`src/rtl/mmio_port_responder.sv`:
```
// MMIO responder: synchronized input port with change flag, and an output FIFO drained over PortValid/PortReady.
// Reads are combinational; a push is visible on PortOut one edge later; a full FIFO drops pushes. Optional MMIO_PORT_IRQ_EN adds Irq.
module mmio_port_responder #(
  parameter int          DATA_WIDTH = 32,
  parameter int          IN_WIDTH   = 8,
  parameter int          FIFO_DEPTH = 4,
  parameter logic [31:0] BASE_ADDR  = 32'h1001_0000
) (
  input  logic                  clk,
  input  logic                  reset,
  input  logic                  MemWrite,
  input  logic                  MemRead,
  input  logic [31:0]           Address,
  input  logic [DATA_WIDTH-1:0] WriteData,
  output logic [DATA_WIDTH-1:0] ReadData,
  output logic                  Hit,
  input  logic [IN_WIDTH-1:0]   PortIn,
  output logic [DATA_WIDTH-1:0] PortOut,
  output logic                  PortValid,
`ifdef MMIO_PORT_IRQ_EN
  input  logic                  PortReady,
  output logic                  Irq
`else
  input  logic                  PortReady
`endif
);

  localparam int PW = (FIFO_DEPTH > 1) ? $clog2(FIFO_DEPTH) : 1;
  localparam int CW = $clog2(FIFO_DEPTH + 1);

  logic [1:0]            offset;
  logic                  wr_out, wr_status, wr_ctrl, rd_in;
  logic                  full, empty, pop, do_push, ovf_set;
  logic [DATA_WIDTH-1:0] mem [FIFO_DEPTH];
  logic [PW-1:0]         wr_ptr, rd_ptr;
  logic [CW-1:0]         count;
  logic [DATA_WIDTH-1:0] last_push;
  logic                  overflow, drain_en;
  logic [IN_WIDTH-1:0]   in_meta, in_sync, in_prev;
  logic                  in_changed;
  logic [DATA_WIDTH-1:0] status, ctrl;
  logic                  unused_addr;

  assign offset      = Address[3:2];
  assign unused_addr = ^Address[1:0];
  assign Hit         = (Address[31:4] == BASE_ADDR[31:4]);
  assign wr_out      = Hit & MemWrite & (offset == 2'd0);
  assign wr_status   = Hit & MemWrite & (offset == 2'd1);
  assign wr_ctrl     = Hit & MemWrite & (offset == 2'd3);
  assign rd_in       = Hit & MemRead  & (offset == 2'd2);

  assign full      = (count == CW'(FIFO_DEPTH));
  assign empty     = (count == '0);
  assign PortValid = ~empty & drain_en;
  assign pop       = PortValid & PortReady;
  // A full FIFO still accepts a push when the head leaves in the same cycle.
  assign do_push   = wr_out & (~full | pop);
  assign ovf_set   = wr_out & full & ~pop;
  assign PortOut   = empty ? '0 : mem[rd_ptr];

  always_ff @(posedge clk) begin
    if (do_push) mem[wr_ptr] <= WriteData;
  end

  always_ff @(posedge clk or negedge reset) begin
    if (!reset) begin
      wr_ptr    <= '0;
      rd_ptr    <= '0;
      count     <= '0;
      last_push <= '0;
      overflow  <= 1'b0;
      drain_en  <= 1'b1;
    end else begin
      if (do_push) wr_ptr <= wr_ptr + PW'(1);
      if (pop)     rd_ptr <= rd_ptr + PW'(1);
      case ({do_push, pop})
        2'b10:   count <= count + CW'(1);
        2'b01:   count <= count - CW'(1);
        default: count <= count;
      endcase
      if (wr_out) last_push <= WriteData;
      if (ovf_set)                       overflow <= 1'b1;
      else if (wr_status & WriteData[3]) overflow <= 1'b0;
      if (wr_ctrl) drain_en <= WriteData[0];
    end
  end

  always_ff @(posedge clk or negedge reset) begin
    if (!reset) begin
      in_meta    <= '0;
      in_sync    <= '0;
      in_prev    <= '0;
      in_changed <= 1'b0;
    end else begin
      in_meta <= PortIn;
      in_sync <= in_meta;
      in_prev <= in_sync;
      // A fresh change outranks a clearing read in the same cycle.
      if (in_sync != in_prev) in_changed <= 1'b1;
      else if (rd_in)         in_changed <= 1'b0;
    end
  end

`ifdef MMIO_PORT_IRQ_EN
  logic irq_en, drained, was_empty, irq_q, drain_pulse;

  assign drain_pulse = empty & ~was_empty;
  assign Irq         = irq_q;

  always_ff @(posedge clk or negedge reset) begin
    if (!reset) begin
      irq_en    <= 1'b0;
      drained   <= 1'b0;
      was_empty <= 1'b1;
      irq_q     <= 1'b0;
    end else begin
      if (wr_ctrl) irq_en <= WriteData[1];
      if (drain_pulse)                   drained <= 1'b1;
      else if (wr_status & WriteData[9]) drained <= 1'b0;
      was_empty <= empty;
      irq_q     <= irq_en & (in_changed | overflow | drain_pulse);
    end
  end
`endif

  always_comb begin
    status      = '0;
    status[0]   = full;
    status[1]   = empty;
    status[2]   = in_changed;
    status[3]   = overflow;
    status[8:4] = 5'(count);
    ctrl        = '0;
    ctrl[0]     = drain_en;
`ifdef MMIO_PORT_IRQ_EN
    status[9]   = drained;
    ctrl[1]     = irq_en;
`endif
    ReadData = '0;
    if (Hit & MemRead & reset) begin
      case (offset)
        2'd0:    ReadData = last_push;
        2'd1:    ReadData = status;
        2'd2:    ReadData = DATA_WIDTH'(in_sync);
        default: ReadData = ctrl;
      endcase
    end
  end

endmodule

```
`config.mk`:
```
export PLATFORM = sky130hd
export DESIGN_NAME = mmio_port_responder
export DESIGN_NICKNAME = d
export VERILOG_FILES = /design/src/rtl/mmio_port_responder.sv
export SDC_FILE = /design/constraint.sdc
export NUM_CORES = 1
export LEC_CHECK = 0
export CAP_MARGIN = 30
export CORE_MARGIN = 3
export CORE_UTILIZATION = 40
export CTS_CLUSTER_DIAMETER = 120
export DETAILED_ROUTE_END_ITERATION = 16
export PLACE_DENSITY_LB_ADDON = 0.08
export SETUP_SLACK_MARGIN = 0.02
export SLEW_MARGIN = 20
export SYNTH_ARGS = -nofsm -noshare
export SYNTH_HDL_FRONTEND = slang
export SYNTH_SLANG_ARGS = --single-unit
export TNS_END_PERCENT = 1
```
`constraint.sdc`:
```
create_clock -name clk -period 2.6 [get_ports clk]
set_input_delay 0.65 -clock clk [delete_from_list [all_inputs] [get_ports clk]]
set_output_delay 0.65 -clock clk [all_outputs]
set_load 0.02 [all_outputs]
```
# ---- Word level (Yosys, flattened, before mapping)
# Memories as Yosys holds them, arrays and structs flattened.
# Index checks and enable logic that the tools add are counted.
dict set report op_classes {
  add_sub_neg 4
  eq_ne 8
  muxes 10
  n_bitwise 17
  reduce_logical 5
}
# operator n
set ops {}
lappend ops {{32-bit one-hot mux with 3 select lines} 1}
lappend ops {{32-bit two-way mux} 2}
lappend ops {{28-bit by 25-bit == test with 1-bit output, second input constant} 1}
lappend ops {{1-bit bitwise AND} 13}
lappend ops {{8-bit inequality test} 1}
lappend ops {{2-bit == test, second input constant} 3}
lappend ops {{1-bit two-way mux} 6}
lappend ops {{3-bit one-hot mux with 2 select lines} 1}
lappend ops {{2-bit nonzero test} 3}
lappend ops {{2-bit by 1-bit adder with 2-bit output, second input constant} 2}
lappend ops {{2-bit by 1-bit == test with 1-bit output, second input constant} 2}
lappend ops {{3-bit by 1-bit adder with 3-bit output, second input constant} 1}
lappend ops {{3-bit == test, second input constant} 1}
lappend ops {{3-bit zero test} 1}
lappend ops {{1-bit inverter} 3}
lappend ops {{3-bit by 1-bit subtractor with 3-bit output, second input constant} 1}
lappend ops {{2-bit zero test} 1}
lappend ops {{1-bit OR} 1}
dict set report totals {
  reg_bits 66
  mem_bits_rw 128
  input_bits 77
  out_inout_bits 66
  elab_cells 55
  mem_count 1
}
# name words word_bits read_ports rd_clocked_by_memory_dff write_ports line_no
set memory_table {}
lappend memory_table {mem 4 32 1 0 1 34} ;# logic [DATA_WIDTH-1:0] mem [FIFO_DEPTH];

# ---- Logic depth before layout (Yosys ltp)
dict set report logic_depth {
  ltp_word 8
  ltp_mapped 10
  depth_no_buf 10
}

# ---- Worst setup path before layout
# OpenSTA, ideal clock, no wires.
dict set report synth_path {
  kind {in2reg}
  start {in Address[14]}
  end {mem mem[0][0] (enable)}
  setup_time_ps 392
  arrival_ps 2473
  slack_ps -265
  path_stages 4
  path_buffers 0
  path_cell_list {nor4b_4 > nand4_4 > nor4b_4 > and2_1}
}
dict set report synth_between {
  elab_chain_len 6
}
# item line_no
set synth_lines {}
lappend synth_lines {{start: declaration} 13} ;# input logic [31:0] Address,
lappend synth_lines {{28-bit by 25-bit == test with 1-bit output} 46} ;# assign Hit = (Address[31:4] == BASE_ADDR[31:4]);
lappend synth_lines {{1-bit bitwise AND (2 in series)} 47} ;# assign wr_out = Hit & MemWrite & (offset == 2'd0);
lappend synth_lines {{1-bit bitwise AND} 57} ;# assign do_push = wr_out & (~full | pop);
lappend synth_lines {{1-bit two-way mux} 62} ;# if (do_push) mem[wr_ptr] <= WriteData;
lappend synth_lines {{1-bit two-way mux (not written as such)} 62}
lappend synth_lines {{end: declaration} 34}
# No other way between the ends.

# ---- Worst setup path after layout
dict set report layout_path {
  start {in MemRead}
  end {out ReadData[23]}
}
dict set report layout_between {
  elab_chain_len 3
}
# item line_no
set layout_lines {}
lappend layout_lines {{start: declaration} 12} ;# input logic MemRead,
lappend layout_lines {{1-bit bitwise AND (2 in series)} 140} ;# if (Hit & MemRead & reset) begin
lappend layout_lines {{32-bit two-way mux} 140}
lappend layout_lines {{end: declaration} 15} ;# output logic [DATA_WIDTH-1:0] ReadData,
# No other way between the ends.

==> impl_metrics.py <==
metrics = {
    "run_status": {
        "status": "finished with violations",
        "failed_checks": "setup timing",
    },
    "sta": {
        "grt_setup_unrepaired": "true",
        "setup_viol": 25,
        "worst_slack_ns": -0.2259,
        "finClkSkew_ns": 0.01482,
        "drv_slew": 0,
        "fin_crit_sh_pct": 108.7,
        "slew_headroom_pct": 60.57,
        "max_slew.worst_pin.slew_ns": 0.5914,
        "fin_crit_ns": 2.826,
        "finalHoldViolations": 0,
        "fmax_mhz": 353.9,
    },
    "synth": {
        "avgSynthCellArea_sq_um": 18.49,
        "yosysUniqueCellTypes": 37,
        "ys_warn_count": 0,
        "ys_ff_latch": 194,
        "synth_edf_count": 128,
        "syn-instance-count": 433,
        "synth-async-reset-ratio_pct": 34.02,
        "synthesis.area_sq_um": 8008,
        "synth-seq-area-share_pct": 68.64,
        "ys.flop_type": "edfxtp_1",
        "syn_nets": 516,
    },
    "final_layout": {
        "postLayoutCoreUtil_pct": 54.72,
        "drive_gt1_share_pct": 42.36,
        "insertedDiodeCount": 0,
        "finalNonFillerCells": 893,
        "nNetsFinal": 698,
        "syn_to_final_growth_pct": 33.86,
    },
    "setup_path": {
        "worstPathArrival_ns": 2.18,
        "r2r-start": "count[0]",
        "cp.required_ns": 1.95,
        "path_max_fanout": 6,
        "cp-end-kind": "primary output",
        "path_class": "input pin to primary output",
        "reg2reg_to": "count[2]",
        "r2r_slack_ns": 0.40,
        "reg2regPathDepth": 10,
        "critPathCapture": "ReadData[23]",
        "crit_path_start": "MemRead",
        "setup.worst_path.start_class": "input pin",
    },
    "die": {
        "dieArea_sq_um": 21750,
        "die_w_um": 147.5,
        "start_util_pct": 40.88,
        "design.core.area_sq_um": 19590,
        "rows": 51,
        "io_pins": 143,
        "fp.dieH_um": 147.5,
    },
    "cts": {
        "clock_sinks": 194,
        "cts_tree": "done",
        "htreeDepth": 4,
        "cts_buffers": 17,
        "clock_latency_ns": 0.42,
        "hold_buffers": 0,
        "cts_buffer_depth": 2,
        "clk_pin_slew_ns": 0.07,
        "cts_root_buffer": "clkbuf_16",
    },
    "pwr": {
        "powerDensity_nw_per_um2": 562.3,
        "ir_drop_mv": 0.4525,
        "p_leak_nw": 4.205,
    },
    "grt": {
        "grt_pass1_vias": 4854,
        "grt_start_max_net_pins": 67,
        "grt_overflow_total": 0,
        "antenna_found_initial": 0,
        "grt.total_usage_pct": 15.94,
        "grt_pass1_wl_um": 26680,
    },
    "routing": {
        "wirelength_um": 17110,
        "wl_per_cell_um": 19.16,
        "viasPerCell": 4.878,
        "drc": 0,
        "drtAntennaViolNets": 0,
        "drtIter0Drc": 239,
        "dr.pass1.iters": 4,
        "via_count": 4356,
    },
    "placement": {
        "io_buffers": 140,
        "dp.cells": 854,
        "dp_hpwl_um": 10890,
        "gp_congestion": 0.7535,
    },
    "run": {
        "cap_violations": 0,
    },
    "worst_hold_path": {
        "hp-class": "input pin to async pin",
    },
}
[worst min-delay path by stage]
stage	slack, ns	to	start	cells past startpoint
3_5_place_dp	0.34	in_sync[0]	in_meta[0]	0
6_report	0.35	last_push[25]	reset	2
4_1_cts	0.35	in_sync[0]	in_meta[0]	0
2_1_floorplan	0.33	in_sync[0]	in_meta[0]	0
5_1_grt	0.36	in_sync[5]	in_meta[5]	0
3_3_place_gp	0.33	in_sync[6]	in_meta[6]	0
[placed cells by master (no fill, tap or decap), types with 3 or more instances in the layout]
| cell type | instances |
|---|---|
| clkbuf_1 | 3 |
| edfxtp_1 | 128 |
| ha_1 | 5 |
| xnor2_1 | 3 |
| nor4_4 | 6 |
| mux2_4 | 30 |
| buf_6 | 30 |
| buf_2 | 23 |
| o21ai_0 | 6 |
| nand2_1 | 13 |
| nor2b_1 | 33 |
| mux4_2 | 33 |
| dlymetal6s2s_1 | 9 |
| buf_4 | 34 |
| buf_12 | 19 |
| mux2i_1 | 8 |
| and2_2 | 4 |
| mux2_2 | 3 |
| and2_4 | 24 |
| inv_1 | 6 |
| nor2_1 | 4 |
| and2_1 | 7 |
| inv_6 | 3 |
| nor4b_4 | 3 |
| nand3_1 | 3 |
| xor2_1 | 11 |
| clkbuf_2 | 16 |
| clkbuf_16 | 21 |
| dlygate4sd2_1 | 3 |
| dfrtp_1 | 63 |
| clkdlybuf4s50_1 | 43 |
[layer usage]
metal / track usage (%) / wire [um] / up-vias
li1: - / - / 1986
met2: 26.82 / 8561 / 116
met4: 3.448 / 144 / 0
met3: 4.077 / 870 / 11
met5: 0 / 0 / -
met1: 21.20 / 7534 / 2243
[logic make-up (layout without fill, tap and decap cells)]
kind of cell / Yosys count / in the layout / share of synthesized area, %
compound gates: 8 / 8 / 0.5625
xor+xnor: 14 / 14 / 1.531
fa+ha+maj: 6 / 6 / 1.031
buf+inv: 24 / 219 / 1.781
flops: 194 / 194 / 68.64
mux: 75 / 75 / 16.47
simple gates: 112 / 112 / 9.984
[critical path, stage by stage]
cell             delay, ns
clkdlybuf4s50_1       0.53
nand2_2               0.09
nor4_4                0.31
buf_6                 0.18
clkbuf_16             0.16
and2_4                0.14
buf_6                 0.11
[Yosys cell counts, types with 2 or more instances]
cell      instances  share of area (%)
and2_1           35                2.7
buf_12            3               0.75
buf_2             3               0.19
clkbuf_1         11               0.52
dfrtp_1          65                 20
edfxtp_1        128                 48
ha_1              5               0.78
inv_1             6               0.28
mux2_2            3               0.42
mux2_4           30                5.6
mux2i_1           8                1.0
mux4_2           33                9.3
nand2_1          14               0.66
nand3_1           3               0.19
nor2_1            4               0.19
nor2b_1          34                2.7
nor3_1            3               0.19
nor3b_1           2               0.19
nor4_1            2               0.16
nor4_2            2               0.31
nor4_4            4                1.1
nor4b_4           2               0.59
o21ai_0           6               0.38
o31ai_1           2               0.19
xnor2_1           3               0.33
xor2_1           11                1.2
[report_power, final]
| part | leakage [nW] | switching, W | total [W] | internal, W |
|---|---|---|---|---|
| combinational | 1.93 | 0.000103 | 0.000219 | 0.000116 |
| clock | 0.282 | 0.00111 | 0.00249 | 0.00138 |
| sequential | 1.99 | 0.0000101 | 0.00332 | 0.00331 |
[flip-flops by register name, summed over array words and instances, names as in the netlist]
register and flops:
in_sync 8, mem 128, rd_ptr 2, in_prev 8, overflow 1, wr_ptr 2
in_meta 8, in_changed 1, drain_en 1, last_push 32, count 3
[through the flow]
step / total power [W] / instance area [sq um] / worst slack (ns) / setup TNS (ns) / hold WS (ns)
floorplan: 0.003421 / 8009 / -0.2653 / -26.06 / 0.3312
finish: 0.006027 / 10720 / -0.2259 / -5.161 / 0.3468
detailed placement: 0.003613 / 10100 / -0.9308 / -101.23 / 0.3364
global route: 0.006268 / 10720 / -0.2929 / -7.581 / 0.3626
CTS: 0.006105 / 10480 / -0.5149 / -10.91 / 0.3520
global placement: 0.003605 / 10100 / -0.8736 / -91.25 / 0.3315
[layout make-up]
cell class              count  area (sq um)
clock buffers              23         500.5
fillers                  1633          8871
clock inverters             9         68.82
multi-input cells         215          2484
well taps                 265         331.6
repair buffers            181          1813
flip-flops and latches    194          5499
inverters                   6         22.52
[timing repair]
item	4_1_cts	5_1_grt
setup endpoints to repair	196	183
gates cloned	0	3
buffers inserted	0	3
gates resized for setup	315	116
pin swaps	4	34
Note: power is estimated with default switching activity, not from simulation.
